--- src/rtl/axis_endian_swap_slice_if.sv ---
// AXI4-Stream bundle (tdata/tkeep/tuser/tvalid/tready/tlast) with master/slave views.
interface axis_endian_swap_slice_if #(
  parameter int unsigned DATA_W = 256,
  parameter int unsigned USER_W = 128
);
  logic [DATA_W-1:0]   tdata;
  logic [DATA_W/8-1:0] tkeep;
  logic [USER_W-1:0]   tuser;
  logic                tvalid;
  logic                tready;
  logic                tlast;

  modport master (output tdata, tkeep, tuser, tvalid, tlast, input  tready);
  modport slave  (input  tdata, tkeep, tuser, tvalid, tlast, output tready);
endinterface

--- src/rtl/axis_endian_swap_slice.sv ---
// Registered AXI4-Stream endianness converter: reverses swap units across tdata/tkeep,
// per-packet swap enable, 2-entry skid buffer, and a count of accepted packets.
module axis_endian_swap_slice #(
  parameter int unsigned C_AXIS_DATA_WIDTH  = 256,
  parameter int unsigned C_AXIS_TUSER_WIDTH = 128,
  parameter int unsigned C_SWAP_UNIT_BYTES  = 1,
  parameter int unsigned C_PKT_CNT_WIDTH    = 32
) (
  input  logic                        clk,
  input  logic                        reset,
  input  logic                        swap_en,
  axis_endian_swap_slice_if.slave     s_axis,
  axis_endian_swap_slice_if.master    m_axis,
  output logic [C_PKT_CNT_WIDTH-1:0]  pkt_count
);

  localparam int unsigned KW = C_AXIS_DATA_WIDTH / 8;
  localparam int unsigned UB = C_SWAP_UNIT_BYTES * 8;
  localparam int unsigned NU = C_AXIS_DATA_WIDTH / UB;
  localparam logic [C_PKT_CNT_WIDTH-1:0] CNT_ONE = 1;

  typedef struct packed {
    logic [C_AXIS_DATA_WIDTH-1:0]  data;
    logic [KW-1:0]                 keep;
    logic [C_AXIS_TUSER_WIDTH-1:0] user;
    logic                          last;
  } beat_t;

  typedef enum logic {SOP, IN_PKT} state_t;

  state_t state_q, state_d;
  logic   mode_q, mode_d;
  logic   beat_mode;

  beat_t  in_beat;
  beat_t  out_q, out_d, skid_q, skid_d;
  logic   out_valid_q, out_valid_d;
  logic   skid_valid_q, skid_valid_d;
  logic   ready_q, ready_d;
  logic   s_hs, out_ready;
  logic [C_PKT_CNT_WIDTH-1:0] cnt_q, cnt_d;

  assign s_hs      = s_axis.tvalid & ready_q;
  assign out_ready = ~out_valid_q | m_axis.tready;

  always_ff @(posedge clk or posedge reset) begin
    if (reset) begin
      state_q <= SOP;
      mode_q  <= 1'b0;
    end else begin
      state_q <= state_d;
      mode_q  <= mode_d;
    end
  end

  always_comb begin
    state_d = state_q;
    mode_d  = mode_q;
    if (s_hs) begin
      if (state_q == SOP) mode_d = swap_en;
      state_d = s_axis.tlast ? SOP : IN_PKT;
    end
  end

  // First beat of a packet uses swap_en live; the rest use the latched mode.
  always_comb begin
    beat_mode = (state_q == SOP) ? swap_en : mode_q;
  end

  always_comb begin
    in_beat.data = s_axis.tdata;
    in_beat.keep = s_axis.tkeep;
    in_beat.user = s_axis.tuser;
    in_beat.last = s_axis.tlast;
    if (beat_mode) begin
      for (int unsigned k = 0; k < NU; k++) begin
        in_beat.data[k*UB +: UB] = s_axis.tdata[(NU-1-k)*UB +: UB];
        in_beat.keep[k*C_SWAP_UNIT_BYTES +: C_SWAP_UNIT_BYTES] =
          s_axis.tkeep[(NU-1-k)*C_SWAP_UNIT_BYTES +: C_SWAP_UNIT_BYTES];
      end
    end
  end

  // Skid holds a beat only while the output is stalled; tready is its registered inverse,
  // so an input beat and a pending skid beat never compete for the output register.
  always_comb begin
    out_d        = out_q;
    out_valid_d  = out_valid_q;
    skid_d       = skid_q;
    skid_valid_d = skid_valid_q;
    if (out_ready) begin
      if (skid_valid_q) begin
        out_d        = skid_q;
        out_valid_d  = 1'b1;
        skid_valid_d = 1'b0;
      end else begin
        out_valid_d = s_hs;
        if (s_hs) out_d = in_beat;
      end
    end else if (s_hs) begin
      skid_d       = in_beat;
      skid_valid_d = 1'b1;
    end
    ready_d = ~skid_valid_d;
    cnt_d   = (s_hs & s_axis.tlast) ? cnt_q + CNT_ONE : cnt_q;
  end

  always_ff @(posedge clk or posedge reset) begin
    if (reset) begin
      out_q        <= '0;
      out_valid_q  <= 1'b0;
      skid_q       <= '0;
      skid_valid_q <= 1'b0;
      ready_q      <= 1'b0;
      cnt_q        <= '0;
    end else begin
      out_q        <= out_d;
      out_valid_q  <= out_valid_d;
      skid_q       <= skid_d;
      skid_valid_q <= skid_valid_d;
      ready_q      <= ready_d;
      cnt_q        <= cnt_d;
    end
  end

  assign m_axis.tdata  = out_q.data;
  assign m_axis.tkeep  = out_q.keep;
  assign m_axis.tuser  = out_q.user;
  assign m_axis.tlast  = out_q.last;
  assign m_axis.tvalid = out_valid_q;
  assign s_axis.tready = ready_q;
  assign pkt_count     = cnt_q;

endmodule
--- src/flat_wrapper.sv ---
// flat-port wrapper written by rule: the top's interface ports become plain ports
module axis_endian_swap_slice_flat 
#(
  parameter int unsigned C_AXIS_DATA_WIDTH  = 256,
  parameter int unsigned C_AXIS_TUSER_WIDTH = 128,
  parameter int unsigned C_SWAP_UNIT_BYTES  = 1,
  parameter int unsigned C_PKT_CNT_WIDTH    = 32
)
  (clk, reset, swap_en, pkt_count, s_axis_tdata, s_axis_tkeep, s_axis_tuser, s_axis_tvalid, s_axis_tlast, s_axis_tready, m_axis_tdata, m_axis_tkeep, m_axis_tuser, m_axis_tvalid, m_axis_tlast, m_axis_tready);
  axis_endian_swap_slice_if s_axis_i ();
  axis_endian_swap_slice_if m_axis_i ();
  input  logic clk;
  input  logic reset;
  input  logic swap_en;
  output logic [C_PKT_CNT_WIDTH-1:0] pkt_count;
  input wire logic [$bits(s_axis_i.tdata)-1:0] s_axis_tdata;
  input wire logic [$bits(s_axis_i.tkeep)-1:0] s_axis_tkeep;
  input wire logic [$bits(s_axis_i.tuser)-1:0] s_axis_tuser;
  input wire logic [$bits(s_axis_i.tvalid)-1:0] s_axis_tvalid;
  input wire logic [$bits(s_axis_i.tlast)-1:0] s_axis_tlast;
  output wire logic [$bits(s_axis_i.tready)-1:0] s_axis_tready;
  output wire logic [$bits(m_axis_i.tdata)-1:0] m_axis_tdata;
  output wire logic [$bits(m_axis_i.tkeep)-1:0] m_axis_tkeep;
  output wire logic [$bits(m_axis_i.tuser)-1:0] m_axis_tuser;
  output wire logic [$bits(m_axis_i.tvalid)-1:0] m_axis_tvalid;
  output wire logic [$bits(m_axis_i.tlast)-1:0] m_axis_tlast;
  input wire logic [$bits(m_axis_i.tready)-1:0] m_axis_tready;
  assign s_axis_i.tdata = s_axis_tdata;
  assign s_axis_i.tkeep = s_axis_tkeep;
  assign s_axis_i.tuser = s_axis_tuser;
  assign s_axis_i.tvalid = s_axis_tvalid;
  assign s_axis_i.tlast = s_axis_tlast;
  assign s_axis_tready = s_axis_i.tready;
  assign m_axis_tdata = m_axis_i.tdata;
  assign m_axis_tkeep = m_axis_i.tkeep;
  assign m_axis_tuser = m_axis_i.tuser;
  assign m_axis_tvalid = m_axis_i.tvalid;
  assign m_axis_tlast = m_axis_i.tlast;
  assign m_axis_i.tready = m_axis_tready;
  axis_endian_swap_slice #(.C_AXIS_DATA_WIDTH(C_AXIS_DATA_WIDTH), .C_AXIS_TUSER_WIDTH(C_AXIS_TUSER_WIDTH), .C_SWAP_UNIT_BYTES(C_SWAP_UNIT_BYTES), .C_PKT_CNT_WIDTH(C_PKT_CNT_WIDTH)) u_core (.clk(clk), .reset(reset), .swap_en(swap_en), .s_axis(s_axis_i), .m_axis(m_axis_i), .pkt_count(pkt_count));
endmodule
--- config.mk ---
export PLATFORM = sky130hd
export DESIGN_NAME = axis_endian_swap_slice_flat
export DESIGN_NICKNAME = d
export VERILOG_FILES = /design/src/rtl/axis_endian_swap_slice_if.sv /design/src/rtl/axis_endian_swap_slice.sv /design/src/flat_wrapper.sv
export SDC_FILE = /design/constraint.sdc
export NUM_CORES = 2
export LEC_CHECK = 0
export CAP_MARGIN = 10
export CORE_AREA = 8 8 338 340
export DETAILED_ROUTE_END_ITERATION = 6
export DIE_AREA = 0 0 346 348
export DONT_BUFFER_PORTS = 1
export GPL_TIMING_DRIVEN = 0
export PLACE_DENSITY_LB_ADDON = 0.12
export SYNTH_ARGS = -nofsm -noshare
export SYNTH_HDL_FRONTEND = slang
export SYNTH_SLANG_ARGS = --single-unit
--- constraint.sdc ---
create_clock -name clk -period 50.8 [get_ports clk]
set_input_delay 2.54 -clock clk [delete_from_list [all_inputs] [get_ports clk]]
set_output_delay 2.54 -clock clk [all_outputs]
set_load 0.01 [all_outputs]
After elaboration in Yosys (flattened, before gate mapping)

Index checks and enable logic that the tools add are counted.

Bits in read-only memories: 0
Logic and storage cells: 32
Flip-flop bits (word level): 871
Memory bits (writable): 0
Memories kept: 0
Output and inout port bits: 451
Input bits: 422
Latch bits: 0

Reduce and logical (&&, ||, !) cells: 3
Shifts and indexed selects: 0
Multiplexer cells: 8
Divide/modulo/power cells: 0
Order comparisons: 0
$mul: 0
Bitwise gates (word level): 6
Add/subtract/negate cells: 1
Equal/unequal tests: 0

Operator list:

| kind                  | number |
|---|---|
| $mux 417              | 2 |
| $mux 288              | 1 |
| $add 32x1->32 const B | 1 |
| $mux 1                | 5 |
| $reduce_and 2->1      | 2 |
| $not 1->1             | 3 |
| $and 1x1->1           | 2 |
| $reduce_bool 2->1     | 1 |
| $or 1x1->1            | 1 |

Depth between registers and ports, before layout

Depth in word-level cells: 4
Mapped depth: 9
Mapped depth without buffers: 5

Worst setup path before layout

No wires, ideal clock.

Kind: input-to-reg
Start: input port s_axis_tvalid
End: register u_core.skid_q[10] in the netlist's numbering
Setup time: 0.125 ns
Buffers on the path: 4
Path slack: 46.912 ns
Arrival: 3.763 ns
Data required time: 50.675 ns
Stages on the path: 7
Cells stage by stage: and2_1 > buf_6 > nand2_4 > buf_2 > buf_2 > buf_4 > mux2_2

Longest elaborated chain between the ends: 2

RTL lines:

| item                              | line                          | source |
|---|---|---|
| start: declaration                | flat_wrapper.sv:19            | `input wire logic [$bits(s_axis_i.tvalid)-1:0] s_axis_tvalid;` |
| $and 1x1->1                       | axis_endian_swap_slice.sv:43  | `assign s_hs = s_axis.tvalid & ready_q;` |
| $reduce_and 2->1 (no source line) | -                             |  |
| end signal: assignment            | axis_endian_swap_slice.sv:119 | `skid_q <= skid_d;` |
| end: declaration                  | axis_endian_swap_slice.sv:36  | `beat_t out_q, out_d, skid_q, skid_d;` |

No other way between the ends.
A chain may end at the register's enable or synchronous reset.

==> results by group <==
CTS
  • Hold buffers post-CTS: 0
  • TritonCTS clock tree: yes
  • CTS H-tree depth: 3
  • Root buffer cell: clkbuf_16
  • Clk sinks: 871
  • CTS Buf Count: 102
  • Worst skew pair latency: 0.69 ns
  • Clock transition at path regs: 0.06 ns
  • Clock buffer depth: 3
  • Setup bufs post-CTS: 0
  • Post-CTS Resized: 0

Timing
  • Unrepaired setup endpoints after global routing: false
  • Period minus WS final: 4.221 ns
  • Max Slew Vio Count: 0
  • Final setup fails: 0
  • Worst slew margin: 0.2100
  • Max frequency: 236.9 MHz
  • Final Cycle Share: 0.08308
  • Setup_tns: 0 ns
  • Final hold violations: 0
  • Clock skew: 0.04648 ns
  • Worst Hold Margin: 0.4785 ns
  • Slew @ Worst Pin: 1.185 ns

Finish
  • Reg area: 21,800 µm²
  • Area taken by multi-input logic gates: 15,400 µm²
  • Area grow syn2layout: 13.88%
  • Layout Nets: 4,032
  • Layout cells sized above 1: 0.1297
  • Layout filler cell count: 10,705

GRT
  • Pin count of the biggest net entering global routing: 122
  • Grt ovf: 0
  • Vias in the first global route: 28,721
  • First-pass GRT wire length: 220,500 µm
  • Overall Global Routing Usage: 0.2479
  • Antenna violations before repair: 5

Routing
  • Wire per inst: 29.96 µm
  • Detailed Route WL: 153,500 µm
  • Routed Antenna Nets: 0
  • DR vias/cell: 5.444
  • Pre-antenna DRT Iters: 5
  • Residual DRC: 0
  • Total vias in the final route: 27,886
  • Starting DRT DRC Count: 1,873

Setup path
  • Largest stage delay, worst path: 0.45 ns
  • Reg2reg start: u_core.skid_valid_q
  • Most used cell along the critical path: buf_16
  • Internal reg-to-reg setup slack: 47.69 ns
  • CP Launch Type: primary input
  • Crit path cell chain: inv_8 -> buf_16 -> buf_16 -> buf_16 -> buf_16
  • Worst Setup End Kind: asynchronous set/reset pin
  • Type of the worst setup path: in2async
  • R2R depth: 6
  • Critical-path maximum fanout: 115
  • Req. time, crit path: 51.54 ns
  • CP max-delay cell: buf_16
  • CP Data Arrival Time: 4.96 ns
  • Worst r2r dst: u_core.m_axis.tdata[24]

Pwr
  • Worst ir drop on vdd: 29.11 µV
  • PD cells: 53.06 nW/µm²
  • Power, Total: 2.345 mW
  • Leakage: 21.05 nW

Min path
  • Worst Hold End: u_core.skid_q[243]
  • Hold Path Stages: 2
  • Hold WC Path Type: reg2reg
  • Hold path start: u_core.skid_q[243]

Yosys
  • Post-synthesis average cell area: 11.10 µm²
  • Cells after synthesis: 3,497
  • Synth area leaders: dfrtp_1 56%, mux2i_1 11%, a211oi_1 5.5%
  • Sequential area share after synthesis: 0.5617
  • Synth top area share: 0.5617
  • Syn nets: 3,920
  • Mapped Area: 38,800 µm²
  • Synth area leader: dfrtp_1
  • Synth unique cells: 33
  • Synth warn: 0
  • FF+latch count, synth: 871
  • EDFF count, synth: 0
  • Fraction of registers with async set/reset: 1.000
  • Synth Flop Type: dfrtp_1

Placement
  • Hpwl dp: 118,200 µm
  • Gp weighted congestion: 0.8529
  • Number of port buffers: 0

Floorplanning
  • # rows: 122
  • Chip Width: 346 µm
  • IO Pins: 873
  • Core ar.: 109,300 µm²
  • Initial Util: 0.3550
  • Die area: 120,400 µm²
  • Chip height: 348 µm

Job
  • Max-Cap Viols: 0

Outcome
  • Status: finished, final reports clean
-- sequential cells by signal (all words and copies together) (netlist names) --
register / cells
u_core.m_axis.tvalid: 1
u_core.mode_q: 1
u_core.m_axis.tuser: 128
u_core.skid_q: 417
u_core.m_axis.tlast: 1
u_core.m_axis.tkeep: 32
u_core.pkt_count: 32
u_core.m_axis.tdata: 256
u_core.state_q: 1
u_core.s_axis.tready: 1
u_core.skid_valid_q: 1
-- cell type report --
class,count,share of cell area
Tap cell,1426,0.04038
Inverter,3,0.0004247
Clock buffer,147,0.06657
Clock inverter,41,0.009599
Sequential cell,871,0.4932
Multi-Input combinational cell,2342,0.3486
Timing Repair Buffer,8,0.004983
Buffer,281,0.03604
Antenna cell,3,0.0001699
-- cell usage after synthesis, types with 6 or more instances --
cell	count
nand4_1	11
dfrtp_1	871
clkbuf_1	117
o21ai_0	418
mux2_2	134
xor2_1	8
a21o_1	286
nand3_1	13
buf_2	73
mux2i_1	418
xnor2_1	23
buf_6	28
and3_1	6
nand2_1	429
buf_4	63
a211oi_1	286
nor2_1	291
-- how the worst max path moves through the flow --
stage                     start                       to  slack (ns)  cells past startpoint
after floorplan           reset   u_core.m_axis.tdata[0]       23.78                      1
after detailed placement  reset  u_core.m_axis.tuser[20]       45.75                      5
after CTS                 reset  u_core.m_axis.tuser[21]       46.52                      5
after global routing      reset  u_core.m_axis.tuser[21]       46.24                      5
after global placement    reset        u_core.skid_q[21]       11.49                      1
final                     reset  u_core.m_axis.tuser[20]       46.58                      5
-- through the flow --
stage          cells    util  instance area (µm²)  setup WS [ns]
2_1_floorplan   3497       -                38800          23.78
3_3_place_gp    4923  0.3714                40590          11.49
3_5_place_dp    4931  0.3735                40820          45.75
4_1_cts         5119  0.4042                44180          46.52
5_1_grt         5119  0.4042                44180          46.24
6_report        5122  0.4043                44190          46.58
-- critical path, delay by kind of cell --
kind                   cells  cell delay, ns
buffers and inverters      5            2.00
-- cells by family (layout without fill, tap and decap cells) --
group | Yosys count | count (layout) | synth area share
other | 0 | 3 | 0
AO/OA/AOI/OAI | 993 | 993 | 0.1653
XOR/XNOR | 31 | 31 | 0.006997
multiplexers | 552 | 552 | 0.1467
adder cells (fa/ha/maj) | 1 | 1 | 0.0003224
AND/OR/NAND/NOR | 765 | 765 | 0.07764
buffers and inverters | 284 | 480 | 0.04134
flip-flops | 871 | 871 | 0.5617
-- placed cells by master, fill, tap and decap left out, types with 2 or more instances in the layout --
cell type	instances
clkinvlp_4	6
buf_4	63
mux2i_1	418
nor2_1	291
and4_1	3
and3_1	6
a211oi_1	286
clkbuf_8	22
clkinv_2	23
xor2_1	8
buf_6	28
inv_16	2
nand3_1	13
nor3_1	3
diode_2	3
clkinv_8	4
nor4_4	2
mux2_2	134
xnor2_1	23
buf_16	8
dfrtp_1	871
bufinv_16	4
buf_2	73
nand2_1	429
a21o_1	286
clkbuf_16	102
nand4_1	11
clkbuf_1	140
o21ai_0	418
-- where the power goes --
group | internal, mW | total, mW | switching (mW)
combinational | 0.197 | 0.455 | 0.258
sequential | 0.903 | 1.15 | 0.251
clock | 0.425 | 0.736 | 0.311
total | 1.52 | 2.34 | 0.820
-- routing by layer --
layer / vias to the layer above / track usage / part of all wire
met5: - / 0 / 0
met4: 0 / 0.07146 / 0.029
met3: 175 / 0.09516 / 0.096
li1: 12576 / - / -
met2: 938 / 0.4166 / 0.48
met1: 14197 / 0.2958 / 0.39
(Power assumes the default switching activity.)
